**src/rtl/id_ex_stage_if.sv**
```systemverilog
// Bus between decode, the ID/EX register and the EX stage: upstream handshake,
// decoded fields, writeback bus, ALU feedback and the registered EX-side outputs.
interface id_ex_stage_if #(
    parameter int W  = 8,
    parameter int RA = 3
);
    logic          in_valid;
    logic          in_ready;
    logic [W-1:0]  in_rs_val;
    logic [W-1:0]  in_rt_val;
    logic [W-1:0]  in_imm;
    logic          in_use_imm;
    logic [2:0]    in_func;
    logic [RA-1:0] in_rs;
    logic [RA-1:0] in_rt;
    logic [RA-1:0] in_rd;
    logic          in_wen;
    logic          wb_wen;
    logic [RA-1:0] wb_rd;
    logic [W-1:0]  wb_data;
    logic [W-1:0]  alu_result;
    logic          flush;
    logic          ex_ready;
    logic [W-1:0]  op1;
    logic [W-1:0]  op2;
    logic [2:0]    func;
    logic          ex_valid;
    logic [RA-1:0] ex_rd;
    logic          ex_wen;

    modport slave (
        input  in_valid, in_rs_val, in_rt_val, in_imm, in_use_imm, in_func,
               in_rs, in_rt, in_rd, in_wen, wb_wen, wb_rd, wb_data,
               alu_result, flush, ex_ready,
        output in_ready, op1, op2, func, ex_valid, ex_rd, ex_wen
    );

    modport master (
        output in_valid, in_rs_val, in_rt_val, in_imm, in_use_imm, in_func,
               in_rs, in_rt, in_rd, in_wen, wb_wen, wb_rd, wb_data,
               alu_result, flush, ex_ready,
        input  in_ready, op1, op2, func, ex_valid, ex_rd, ex_wen
    );
endinterface

```
**src/rtl/id_ex_stage.sv**
```systemverilog
// ID/EX pipeline register with valid/ready handshake, flush and stall hold.
// Operand forwarding (EX over WB, never for r0) is built only with ID_EX_FORWARD_EN.
module id_ex_stage #(
    parameter int W  = 8,
    parameter int RA = 3
) (
    input  logic          clk,
    input  logic          rst_n,
    id_ex_stage_if.slave  bus
);
    logic [W-1:0]  op1_q, op1_d;
    logic [W-1:0]  op2_q, op2_d;
    logic [2:0]    func_q, func_d;
    logic [RA-1:0] ex_rd_q, ex_rd_d;
    logic          ex_wen_q, ex_wen_d;
    logic          ex_valid_q, ex_valid_d;
    logic [W-1:0]  rs_fwd, rt_fwd;
    logic          load;

    assign bus.in_ready = !ex_valid_q || bus.ex_ready;
    assign load         = bus.in_valid && bus.in_ready && !bus.flush;

`ifdef ID_EX_FORWARD_EN
    // The held instruction's result is younger than the writeback bus, so it wins.
    always_comb begin
        rs_fwd = bus.in_rs_val;
        if (ex_valid_q && ex_wen_q && (ex_rd_q == bus.in_rs) && (bus.in_rs != '0))
            rs_fwd = bus.alu_result;
        else if (bus.wb_wen && (bus.wb_rd == bus.in_rs) && (bus.in_rs != '0))
            rs_fwd = bus.wb_data;

        rt_fwd = bus.in_rt_val;
        if (ex_valid_q && ex_wen_q && (ex_rd_q == bus.in_rt) && (bus.in_rt != '0))
            rt_fwd = bus.alu_result;
        else if (bus.wb_wen && (bus.wb_rd == bus.in_rt) && (bus.in_rt != '0))
            rt_fwd = bus.wb_data;
    end
`else
    logic unused_fwd;
    assign unused_fwd = ^{bus.alu_result, bus.wb_wen, bus.wb_rd, bus.wb_data,
                          bus.in_rs, bus.in_rt};
    assign rs_fwd = bus.in_rs_val;
    assign rt_fwd = bus.in_rt_val;
`endif

    always_comb begin
        op1_d      = op1_q;
        op2_d      = op2_q;
        func_d     = func_q;
        ex_rd_d    = ex_rd_q;
        ex_wen_d   = ex_wen_q;
        ex_valid_d = ex_valid_q;
        if (bus.flush) begin
            ex_valid_d = 1'b0;
            ex_wen_d   = 1'b0;
        end else if (load) begin
            op1_d      = rs_fwd;
            op2_d      = bus.in_use_imm ? bus.in_imm : rt_fwd;
            func_d     = bus.in_func;
            ex_rd_d    = bus.in_rd;
            ex_wen_d   = bus.in_wen;
            ex_valid_d = 1'b1;
        end else if (bus.ex_ready) begin
            ex_valid_d = 1'b0;
        end
    end

    always_ff @(posedge clk or negedge rst_n) begin
        if (!rst_n) begin
            op1_q      <= '0;
            op2_q      <= '0;
            func_q     <= '0;
            ex_rd_q    <= '0;
            ex_wen_q   <= 1'b0;
            ex_valid_q <= 1'b0;
        end else begin
            op1_q      <= op1_d;
            op2_q      <= op2_d;
            func_q     <= func_d;
            ex_rd_q    <= ex_rd_d;
            ex_wen_q   <= ex_wen_d;
            ex_valid_q <= ex_valid_d;
        end
    end

    assign bus.op1      = op1_q;
    assign bus.op2      = op2_q;
    assign bus.func     = func_q;
    assign bus.ex_rd    = ex_rd_q;
    assign bus.ex_wen   = ex_wen_q;
    assign bus.ex_valid = ex_valid_q;
endmodule

```
**src/flat_wrapper.sv**
```systemverilog
// flat-port wrapper written by rule: the top's interface ports become plain ports
module id_ex_stage_flat 
#(
    parameter int W  = 8,
    parameter int RA = 3
)
  (clk, rst_n, bus_in_valid, bus_in_rs_val, bus_in_rt_val, bus_in_imm, bus_in_use_imm, bus_in_func, bus_in_rs, bus_in_rt, bus_in_rd, bus_in_wen, bus_wb_wen, bus_wb_rd, bus_wb_data, bus_alu_result, bus_flush, bus_ex_ready, bus_in_ready, bus_op1, bus_op2, bus_func, bus_ex_valid, bus_ex_rd, bus_ex_wen);
  id_ex_stage_if #(.W(W), .RA(RA)) bus_i ();
  input  logic clk;
  input  logic rst_n;
  input wire logic [$bits(bus_i.in_valid)-1:0] bus_in_valid;
  input wire logic [$bits(bus_i.in_rs_val)-1:0] bus_in_rs_val;
  input wire logic [$bits(bus_i.in_rt_val)-1:0] bus_in_rt_val;
  input wire logic [$bits(bus_i.in_imm)-1:0] bus_in_imm;
  input wire logic [$bits(bus_i.in_use_imm)-1:0] bus_in_use_imm;
  input wire logic [$bits(bus_i.in_func)-1:0] bus_in_func;
  input wire logic [$bits(bus_i.in_rs)-1:0] bus_in_rs;
  input wire logic [$bits(bus_i.in_rt)-1:0] bus_in_rt;
  input wire logic [$bits(bus_i.in_rd)-1:0] bus_in_rd;
  input wire logic [$bits(bus_i.in_wen)-1:0] bus_in_wen;
  input wire logic [$bits(bus_i.wb_wen)-1:0] bus_wb_wen;
  input wire logic [$bits(bus_i.wb_rd)-1:0] bus_wb_rd;
  input wire logic [$bits(bus_i.wb_data)-1:0] bus_wb_data;
  input wire logic [$bits(bus_i.alu_result)-1:0] bus_alu_result;
  input wire logic [$bits(bus_i.flush)-1:0] bus_flush;
  input wire logic [$bits(bus_i.ex_ready)-1:0] bus_ex_ready;
  output wire logic [$bits(bus_i.in_ready)-1:0] bus_in_ready;
  output wire logic [$bits(bus_i.op1)-1:0] bus_op1;
  output wire logic [$bits(bus_i.op2)-1:0] bus_op2;
  output wire logic [$bits(bus_i.func)-1:0] bus_func;
  output wire logic [$bits(bus_i.ex_valid)-1:0] bus_ex_valid;
  output wire logic [$bits(bus_i.ex_rd)-1:0] bus_ex_rd;
  output wire logic [$bits(bus_i.ex_wen)-1:0] bus_ex_wen;
  assign bus_i.in_valid = bus_in_valid;
  assign bus_i.in_rs_val = bus_in_rs_val;
  assign bus_i.in_rt_val = bus_in_rt_val;
  assign bus_i.in_imm = bus_in_imm;
  assign bus_i.in_use_imm = bus_in_use_imm;
  assign bus_i.in_func = bus_in_func;
  assign bus_i.in_rs = bus_in_rs;
  assign bus_i.in_rt = bus_in_rt;
  assign bus_i.in_rd = bus_in_rd;
  assign bus_i.in_wen = bus_in_wen;
  assign bus_i.wb_wen = bus_wb_wen;
  assign bus_i.wb_rd = bus_wb_rd;
  assign bus_i.wb_data = bus_wb_data;
  assign bus_i.alu_result = bus_alu_result;
  assign bus_i.flush = bus_flush;
  assign bus_i.ex_ready = bus_ex_ready;
  assign bus_in_ready = bus_i.in_ready;
  assign bus_op1 = bus_i.op1;
  assign bus_op2 = bus_i.op2;
  assign bus_func = bus_i.func;
  assign bus_ex_valid = bus_i.ex_valid;
  assign bus_ex_rd = bus_i.ex_rd;
  assign bus_ex_wen = bus_i.ex_wen;
  id_ex_stage #(.W(W), .RA(RA)) u_core (.clk(clk), .rst_n(rst_n), .bus(bus_i));
endmodule
```
**config.mk**
```make
export PLATFORM = sky130hd
export DESIGN_NAME = id_ex_stage_flat
export DESIGN_NICKNAME = d
export VERILOG_FILES = /design/src/rtl/id_ex_stage_if.sv /design/src/rtl/id_ex_stage.sv /design/src/flat_wrapper.sv
export SDC_FILE = /design/constraint.sdc
export NUM_CORES = 1
export LEC_CHECK = 0
export CORE_ASPECT_RATIO = 1.1
export CORE_MARGIN = 1.5
export CORE_UTILIZATION = 55
export DETAILED_ROUTE_END_ITERATION = 6
export DONT_BUFFER_PORTS = 1
export MAX_ROUTING_LAYER = met4
export PLACE_DENSITY_LB_ADDON = 0.2
export SLEW_MARGIN = 20
export SYNTH_ARGS = -nofsm -noshare
export SYNTH_HDL_FRONTEND = slang
export SYNTH_SLANG_ARGS = --single-unit
```
**constraint.sdc**
```tcl
create_clock -name clk -period 1.7 [get_ports clk]
set_input_delay 0.34 -clock clk [delete_from_list [all_inputs] [get_ports clk]]
set_output_delay 0.34 -clock clk [all_outputs]
set_load 0.005 [all_outputs]
```
**Yosys cells after proc, flatten, opt, wreduce, memory -nomap -nowiden**

Index checks and enable logic that the tools add are counted.

- Input port bits: 63
- Output and inout bits: 25
- Word-level logic and storage cells: 21
- Register bits after elaboration: 24

- Reduce and logical (&&, ||, !) cells: 8
- Muxes and demuxes: 6
- Bitwise logic cells: 1

Operators by type and width:

| operator | count |
|---|---|
| $mux W8 | 1 |
| $mux W1 | 5 |
| $reduce_bool A3 Y1 | 1 |
| $logic_and A1 B1 Y1 | 2 |
| $logic_not A1 Y1 | 2 |
| $reduce_and A2 Y1 | 1 |
| $reduce_bool A2 Y1 | 1 |
| $logic_or A1 B1 Y1 | 1 |
| $not A1 Y1 | 1 |

**Longest topological paths before layout**

Gate-level depths: netlist (run 1).

- Depth in word-level cells: 6
- Mapped depth: 4

**Worst setup path before layout (run 1)**

No wires, ideal clock.

- Path kind: register -> register
- From: register u_core.ex_valid_q (netlist: u_core.bus.ex_valid)
- To: register u_core.ex_rd_q[0] (netlist: u_core.bus.ex_rd[0])
- Arrival: 1223 ps
- Cell stages (with the launch flop): 5
- Path buffers: 1
- Slack: 353 ps
- Setup time: 125 ps
- Path through: dfrtp_1 -> nor2b_2 -> nor3_4 -> buf_6 -> mux2_2

- Word-level cells in the longest chain between the ends: 5

Ends and longest elaborated chain:

| what | RTL line | text |
|---|---|---|
| start: declaration | id_ex_stage.sv:16 | `logic ex_valid_q, ex_valid_d;` |
| start signal: assignment | id_ex_stage.sv:82 | `ex_valid_q <= ex_valid_d;` |
| $logic_not A1 Y1 | id_ex_stage.sv:20 | `assign bus.in_ready = !ex_valid_q \|\| bus.ex_ready;` |
| $logic_or A1 B1 Y1 | id_ex_stage.sv:20 |  |
| $logic_and A1 B1 Y1 (2 in series) | id_ex_stage.sv:21 | `assign load = bus.in_valid && bus.in_ready && !bus.flush;` |
| $reduce_and A2 Y1 (no source line) | -- |  |
| end signal: assignment | id_ex_stage.sv:80 | `ex_rd_q <= ex_rd_d;` |
| end: declaration | id_ex_stage.sv:14 | `logic [RA-1:0] ex_rd_q, ex_rd_d;` |

No other way between the ends.
A chain may end at the register's enable or synchronous reset.

**Final worst setup path (run 1)**

- From: register u_core.ex_valid_q (netlist: u_core.bus.ex_valid)
- To: register u_core.func_q[2] (netlist: u_core.bus.func[2])

- Word-level cells in the longest chain between the ends: 5

Ends and longest elaborated chain:

| what | RTL line | text |
|---|---|---|
| $logic_not A1 Y1 | id_ex_stage.sv:20 |  |
| $logic_or A1 B1 Y1 | id_ex_stage.sv:20 |  |
| $logic_and A1 B1 Y1 (2 in series) | id_ex_stage.sv:21 |  |
| $reduce_and A2 Y1 (no source line) | -- |  |
| end signal: assignment | id_ex_stage.sv:79 | `func_q <= func_d;` |
| end: declaration | id_ex_stage.sv:13 | `logic [2:0] func_q, func_d;` |

No other way between the ends.

==> results of run 1 <==
-- flip-flops by register name (all words and copies together) (netlist names) --
name                 flops
u_core.bus.op1           8
u_core.bus.op2           8
u_core.bus.ex_rd         3
u_core.bus.func          3
u_core.bus.ex_valid      1
u_core.bus.ex_wen        1
-- cell type report --
class / count / share of cell area, %
tap: 18 / 2.098
clock buffer: 4 / 3.380
timing repair buffer: 3 / 1.865
multi-input combinational: 36 / 36.01
inverter: 2 / 0.6993
sequential: 24 / 55.94
-- metal layers --
metal	GRT usage, %	wire length (µm)	part of all wire, %
met5	-	0	0
met4	10.30	21	1.3
met3	2.963	166	10
met2	28.53	912	56
met1	13.80	538	33
-- path summary, 6_finish.rpt --
path / start / end / cells past startpoint
max: u_core.bus.ex_valid / u_core.bus.func[2] / 4
min: rst_n / u_core.bus.func[2] / 1
max reg2reg: u_core.bus.ex_valid / u_core.bus.func[2] / 4
min reg2reg: u_core.bus.op1[6] / u_core.bus.op1[6] / 1
max in group asynchronous: rst_n / u_core.bus.func[1] / 1
min in group clk: bus_flush / u_core.bus.ex_valid / 1
-- where the power goes --
group | internal (mW) | leakage (nW) | switching [mW] | total [mW]
combinational | 0.101 | 0.151 | 0.0524 | 0.153
sequential | 0.668 | 0.285 | 0.0711 | 0.739
clock | 0.131 | 0.0210 | 0.156 | 0.287
total | 0.899 | 0.457 | 0.280 | 1.18
-- cells by family (layout without fill, tap and decap cells) --
kind of cell | Yosys count | count (layout)
AO/OA/AOI/OAI | 3 | 3
buffers and inverters | 5 | 9
flip-flops | 24 | 24
multiplexers | 30 | 30
AND/OR/NAND/NOR | 3 | 3
-- worst max-delay path: stages, from the launching register on --
cell and delay, ps:
dfrtp_1 410, nor2b_2 190, nor3_4 150, buf_4 230
mux2_2 350
-- per-stage QoR --
stage	power (mW)	setup WS, ps	instances	util (%)	hold WS, ps
6_report	1.179	275.0	87	60.94	-8.481
4_1_cts	1.200	251.0	87	61.22	63.02
3_3_place_gp	0.8859	296.3	82	58.59	44.85
3_5_place_dp	0.8995	263.8	82	58.59	44.85
2_1_floorplan	0.8671	352.5	65	-	44.41
5_1_grt	1.238	204.3	87	60.94	25.94
-- timing repair --
action                                 CTS  global route
endpoints found under the hold margin   24             0
hold buffers                             1             0
resized for setup                        0             0
-- synth_stat cells (all sizes together) --
| cell type | number |
|---|---|
| dfrtp | 24 |
| o21ai | 1 |
| a21oi | 2 |
| nor2b | 1 |
| mux2 | 30 |
| nand3 | 1 |
| buf | 3 |
| inv | 2 |
| nor3 | 1 |
==> run metrics, run 1 <==
initial antenna violation count=0; routed length per instance=18.83 µm; share of the clock period used by the worst path after layout=83.82%; mux cell area share after synthesis=33.41%; required time of the critical path=1900 ps; number of buffers inserted to repair setup after CTS=0; setup repair after global routing missed its margin=false; CP endpoint kind=register; top area cells in the synthesized netlist=dfrtp_1, mux2_2, buf_6; static power due to leakage=0.4568 nW; synth-to-layout area growth=5.018%; share of synthesized area occupied by flip-flops and latches=58.75%; clock-pin slew on the worst setup and hold paths=120 ps; post-route clock skew=2.280 ps; worst reg2reg setup slack=280 ps; fmax=0.7018 GHz; Initial DRC Count=5; global-route usage over all layers=15.07%; worst slew slack as a fraction of its limit=65.35%; vias in the first global route=546; via density per instance=6.172; number of clock sinks seen by CTS=24; highest-count cells in the layout ignoring fill and taps=mux2_2, dfrtp_1, clkbuf_4; syn_area_per_cell=15.73 µm²; worst vdd ir=0.0006047 V; placed wire-length estimate=1268 µm; number of top-level pins=88; TritonCTS Buffers=3; Skew-Pair Late Insertion Delay=300 ps; Worst Setup Path Type=register to register; Synth Area in Compound Gates=1.469%; die span in y=48.22 µm; yosys synthesis warning count=0; number of detailed-route iterations in the first pass=3; clock tree buffer depth=2; element type at the critical path start=register; final setup violation count=0; Tightest Pin Transition=519.7 ps; # H-tree levels=1; Multi-input gate area=386.6 µm²; status=finished with violations; number of fillers in the final layout=159; root buffer cell=clkbuf_4; Routed WL=1638 µm; largest net degree at the start of global routing=25; standard cell core area=1762 µm²; final layout net count=133; area fraction of the dominant cell type after synthesis=58.75%; Post-Synth XOR/XNOR Area=0%; via count=537; count of maximum capacitance violations=0; final-report hold violation count=24; final total negative setup slack=0 ps; final instance area=1074 µm²; first-pass GRT wire length=2132 µm; synthesized area=1022 µm²; starting density of the core=58.03%; ANT nets after route=0; ANT cells=0; final number of max-transition violations=0; biggest area consumer among synthesized cells=dfrtp_1; std cell rows=16; maximum fanout along the worst path=11; worst hold-check slack=-8.481 ps; final worst path period need=1425 ps; area share of and/or/nand/nor cells after synthesis=2.938%; arrival time at the worst endpoint=1630 ps; grt total ovfl=0; most common library cell in the layout ignoring fill and taps=mux2_2; area occupied by registers=600.6 µm²; TritonCTS clock tree=yes; Adder-Cell Fraction of Synth Area=0%; number of flip-flops and latches in the synthesized netlist=24; Die Outline Area=2127 µm²; failing checks=negative hold slack; Mapped Nets=128; power per standard cell area=1098 nW/µm²; final RePlAce weighted congestion=0.6138; Post-Syn Instances=65; remaining routing DRC violations=0; Die Width=44.11 µm; number of input and output port buffers inserted=0; cell area after placement=1032 µm²; layout cells sized above 1=56.52%; Hold Crit Class=input pin to asynchronous set/reset pin; largest family of logic cells by synthesized area=multiplexers; number of distinct library cell variants in the gate-level netlist after synthesis=11
Power figures use the tool's default switching activity.
==> inputs of run 2 (changes only) <==
- CORE_UTILIZATION: 55 -> 53
- clock period: 1.7 -> 1.29 ns (I/O delays scaled with it)
==> run metrics, run 2 (synthesis gave the netlist of run 1 again) <==
status=finished with violations; failing checks=negative setup slack; die span in y=49.06 µm (+1.8%); fin util=62.85% (+1.9 points); # H-tree levels=1 (unchanged); area occupied by registers=600.6 µm² (unchanged); switching power share of the total=23.84% (+0.12 points); worst slew slack as a fraction of its limit=65.83% (+0.48 points); highest-count cells in the layout ignoring fill and taps=mux2_2, dfrtp_1, mux2_4; count of maximum capacitance violations=0 (unchanged); number of placed cells counting well taps=83 (+1.2%); remaining routing DRC violations=0 (unchanged); fin cells=90 (+3.4%); final RePlAce weighted congestion=0.6131 (-0.11%); PnR Total Power=1.590 mW (+35%); power per standard cell area=1404 nW/µm² (+28%); global-route usage over all layers=15.05% (-0.017 points); minimum setup slack in the final design=-35.14 ps (-310.2 ps); Tightest Pin Transition=512.5 ps (-7.204 ps); root buffer cell=clkbuf_4; relative contribution of combinational cells to total power=14.5% (+1.5 points); CP endpoint kind=register; design internal power=1.211 mW (+35%); Initial DRC Count=4 (-1); standard cell core area=1802 µm² (+2.3%); fmax=0.7546 GHz (+7.5%); share of the clock period used by the worst path after layout=102.7% (+19 points); worst vdd ir=0.0008321 V (+38%); element type at the critical path start=register; number of top-level pins=88 (unchanged); final number of max-transition violations=0 (unchanged); layer with the highest usage after global routing=met2; Multi-input gate area=410.4 µm² (+6.1%); TritonCTS clock tree=yes; first-pass GRT wire length=2366 µm (+11%); met3 Track Usage GR=2.963% (unchanged); Hold Crit Class=input pin to register; via density per instance=6.011 (-2.6%); Routed WL=1544 µm (-5.7%); final layout net count=136 (+2.3%); required time of the critical path=1500 ps (-400 ps); switching power of the nets=0.3791 mW (+36%); Worst Setup Path Type=register to register; vias in the first global route=563 (+3.1%); ANT nets after route=0 (unchanged); Post-Place Worst Slack=-49.30 ps (-313.1 ps); number of clock sinks seen by CTS=24 (unchanged); final-report hold violation count=0 (-100%); routed length per instance=17.16 µm (-8.9%); Die Width=44.88 µm (+1.7%); layout cells sized above 1=55.56% (-0.97 points); power share of the sequential group=61.2% (-1.5 points); synth-to-layout area growth=10.77%; final worst path period need=1325 ps (-99.81 ps); TritonCTS Buffers=3 (unchanged); final total negative setup slack=-430.5 ps (-430.5 ps); arrival time at the worst endpoint=1530 ps (-100 ps); setup repair after global routing missed its margin=true; largest net degree at the start of global routing=25 (unchanged); number of fillers in the final layout=137 (-14%); via count=541 (+0.74%); starting density of the core=56.74% (-1.3 points); clock-pin slew on the worst setup and hold paths=120 ps (about the same); Skew-Pair Late Insertion Delay=310 ps (about the same); static power due to leakage=0.4925 nW (+7.8%); placed wire-length estimate=1155 µm (-8.9%); ANT cells=0 (unchanged); initial antenna violation count=0 (unchanged); met2 Track Usage GR=25.12% (-3.4 points); maximum fanout along the worst path=11 (unchanged); number of input and output port buffers inserted=0 (unchanged); number of detailed-route iterations in the first pass=7 (+4); final setup violation count=18 (+18); number of buffers inserted to repair setup after CTS=0 (unchanged); post-route clock skew=3.000 ps (+0.7200 ps); share of power burned in the clock network=24.3% (about the same); GRT met1 Usage=17.46% (+3.7 points); Die Outline Area=2202 µm² (+3.5%); std cell rows=16 (unchanged); clock tree buffer depth=2 (unchanged); grt total ovfl=0 (unchanged)
run 2: worst paths after layout:
check | slack (ps) | startpoint | cells after the start | to
worst max-delay path | -40 | u_core.bus.ex_valid | 4 | u_core.bus.func[2]
worst min-delay path | 70 | bus_in_valid | 2 | u_core.bus.ex_wen
worst max register to register | -40 | u_core.bus.ex_valid | 4 | u_core.bus.func[2]
worst min register to register | 550 | u_core.bus.ex_rd[0] | 1 | u_core.bus.ex_rd[0]
max in group asynchronous | 510 | rst_n | 2 | u_core.bus.ex_rd[1]
min in group asynchronous | 440 | rst_n | 2 | u_core.bus.ex_rd[2]
run 2: layer usage:
layer | vias up | share of wire [%]
met5 | - | 0
met4 | 0 | 1.3
met2 | 35 | 50
met1 | 265 | 40
li1 | 239 | -
met3 | 2 | 8.1
run 2: what timing repair did:
| action | in CTS | in global routing |
|---|---|---|
| resized for setup | 3 | 3 |
| endpoints found under the hold margin | 26 | 24 |
| endpoints found under the setup margin | 22 | 22 |
| hold buffers | 2 | 1 |
run 2: layout make-up:
class                   count  area share, %
inverters                   2         0.6630
flip-flops and latches     24          53.04
clock buffers               4          3.204
multi-input cells          36          36.24
well taps                  18          1.989
repair buffers              6          4.862
run 2: worst max-delay path: stages, from the launching register on:
cell and delay (ps):
dfrtp_1 400, nor2b_4 140, nor3_4 150, buf_6 190
mux2_2 340
run 2: power by group through the flow:
stage,registers (mW),clock network [mW],logic (mW)
after CTS,0.976,0.397,0.223
after floorplan,0.966,0,0.181
after global routing,0.992,0.427,0.251
after detailed placement,0.991,0,0.197
final,0.973,0.386,0.231
after global placement,0.989,0,0.188
run 2: through the flow:
| step | hold slack [ps] | area (µm²) |
|---|---|---|
| 6_report | 71.33 | 1132 |
| 5_1_grt | 56.34 | 1132 |
| 4_1_cts | 65.58 | 1116 |
| 3_5_place_dp | -37.09 | 1049 |
| 3_3_place_gp | -37.21 | 1049 |
| 2_1_floorplan | -37.59 | 1031 |
==> inputs of run 3 (changes only) <==
- ABC_CLOCK_PERIOD_IN_PS: unset -> 1500
- CORE_UTILIZATION: 53 -> 55
- SLEW_MARGIN: 20 -> unset
- clock period: 1.29 -> 1.5 ns (I/O delays scaled with it)
==> run metrics, run 3 (synthesis gave the netlist of run 1 again) <==
post-route clock skew=2.291 ps (-0.7090 ps); final worst path period need=1425 ps (+99.79 ps); Routed WL=1640 µm (+6.2%); Tightest Pin Transition=1043 ps (+530.7 ps); number of clock sinks seen by CTS=24 (unchanged); area occupied by registers=600.6 µm² (unchanged); placed wire-length estimate=1268 µm (+9.7%); most common library cell in the layout ignoring fill and taps=mux2_2; ANT nets after route=0 (unchanged); number of detailed-route iterations in the first pass=3 (-4); number of input and output port buffers inserted=0 (unchanged); setup repair after global routing missed its margin=false; clock tree buffer depth=2 (unchanged); largest net degree at the start of global routing=25 (unchanged); highest-count cells in the layout ignoring fill and taps=mux2_2, dfrtp_1, clkbuf_4; TritonCTS clock tree=yes; standard cell core area=1762 µm² (-2.2%); power per standard cell area=1237 nW/µm² (-12%); ANT cells=0 (unchanged); PnR Total Power=1.337 mW (-16%); root buffer cell=clkbuf_4; relative contribution of combinational cells to total power=13.1% (-1.4 points); delay of the slowest cell on the worst path=410 ps (about the same); status=complete, no violations; via count=537 (-0.74%); cell class contributing the biggest share of worst-path delay=flip-flops; final layout net count=133 (-2.2%); final RePlAce weighted congestion=0.6138 (+0.11%); clock-pin slew on the worst setup and hold paths=120 ps (about the same); worst vdd ir=0.0006853 V (-18%); starting density of the core=58.03% (+1.3 points); die span in y=48.22 µm (-1.7%); power share of the sequential group=62.6% (+1.4 points); Hold Crit Class=input pin to register; element type at the critical path start=register; static power due to leakage=0.4659 nW (-5.4%); synth-to-layout area growth=5.753%; Die Outline Area=2127 µm² (-3.4%); switching power of the nets=0.3168 mW (-16%); fin cells=87 (-3.3%); maximum fanout along the worst path=11 (unchanged); std cell rows=16 (unchanged); final-report hold violation count=0 (unchanged); Skew-Pair Late Insertion Delay=300 ps (about the same); arrival time at the worst endpoint=1630 ps (+100 ps); remaining routing DRC violations=0 (unchanged); fmax=0.7018 GHz (-7.0%); number of placed cells counting well taps=82 (-1.2%); switching power share of the total=23.70% (-0.15 points); worst reg2reg setup slack=80 ps (+110 ps); final setup violation count=0 (-18); count of buffering cells on the critical path with inverters included=1 (unchanged); final number of max-transition violations=0 (unchanged); count of maximum capacitance violations=0 (unchanged); Worst Setup Path Type=register to register; routed length per instance=18.85 µm (+9.9%); Initial DRC Count=5 (+1); vias in the first global route=546 (-3.0%); grt total ovfl=0 (unchanged); required time of the critical path=1700 ps (+200 ps); TritonCTS Buffers=3 (unchanged); share of power burned in the clock network=24.3% (about the same); number of top-level pins=88 (unchanged); Multi-input gate area=386.6 µm² (-5.8%); first-pass GRT wire length=2132 µm (-9.9%); worst slew slack as a fraction of its limit=30.45% (-35 points); CP endpoint kind=register; share of the clock period used by the worst path after layout=95.00% (-7.7 points); number of fillers in the final layout=157 (+15%); cell type of the slowest stage on the worst timing path=dfrtp_1; final total negative setup slack=0 ps (+430.5 ps); design internal power=1.020 mW (-16%); Die Width=44.11 µm (-1.7%); initial antenna violation count=0 (unchanged); global-route usage over all layers=15.07% (+0.017 points); layout cells sized above 1=55.07% (-0.48 points); # H-tree levels=1 (unchanged); via density per instance=6.172 (+2.7%); number of buffers inserted to repair setup after CTS=0 (unchanged); critical path cell sequence=nor2b_2 -> nor3_4 -> buf_4 -> mux2_2
run 3: changes by cell type in the layout (fill, tap and decap cells not counted), sizes merged:
cell          previous run  this run
dlymetal6s4s             0         1
dlygate4sd3              2         0
buf                      4         2
run 3: layer usage:
layer / global-route usage [%] / routed length, µm / vias up
met2: 28.53 / 910 / 38
met4: 10.30 / 21 / 0
li1: - / - / 236
met3: 2.963 / 168 / 4
met1: 13.80 / 541 / 259
met5: - / 0 / -
run 3: power groups by stage:
stage | registers [mW] | clock network [mW] | logic (mW)
6_report | 0.837 | 0.325 | 0.175
5_1_grt | 0.854 | 0.358 | 0.193
3_3_place_gp | 0.850 | 0 | 0.154
2_1_floorplan | 0.831 | 0 | 0.152
4_1_cts | 0.842 | 0.339 | 0.179
3_5_place_dp | 0.855 | 0 | 0.165
run 3: repair_timing:
action,4_1_cts,5_1_grt
endpoints found under the setup margin,0,10
hold buffers,1,0
endpoints found under the hold margin,24,0
gates resized for setup,0,1
run 3: worst paths after layout:
check	startpoint	endpoint	cells after the start
max	u_core.bus.ex_valid	u_core.bus.func[2]	4
min	bus_flush	u_core.bus.ex_valid	1
max reg2reg	u_core.bus.ex_valid	u_core.bus.func[2]	4
min reg2reg	u_core.bus.op1[6]	u_core.bus.op1[6]	1
max in group asynchronous	rst_n	u_core.bus.func[1]	1
min in group asynchronous	rst_n	u_core.bus.func[2]	1
run 3: stage by stage:
step	hold WS (ps)	util, %	setup WS [ps]	area (µm²)
final	37.27	61.36	75.06	1081
after global routing	13.96	61.36	4.338	1081
after CTS	23.02	61.22	50.99	1079
after detailed placement	4.853	58.59	63.79	1032
after global placement	4.849	58.59	96.31	1032
after floorplan	4.409	-	152.5	1022
run 3: cell type report:
class | instances | share of cell area (%)
Timing Repair Buffer | 3 | 2.546
Sequential cell | 24 | 55.56
Multi-Input combinational cell | 36 | 35.76
Inverter | 2 | 0.6944
Tap cell | 18 | 2.083
Clock buffer | 4 | 3.356
run 3: worst reg2reg max path, delay by kind of cell (launching register included):
kind                   cells  cell delay (ps)
muxes                      1              360
and+or+nand+nor            2              340
DFF                        1              410
buffers and inverters      1              230
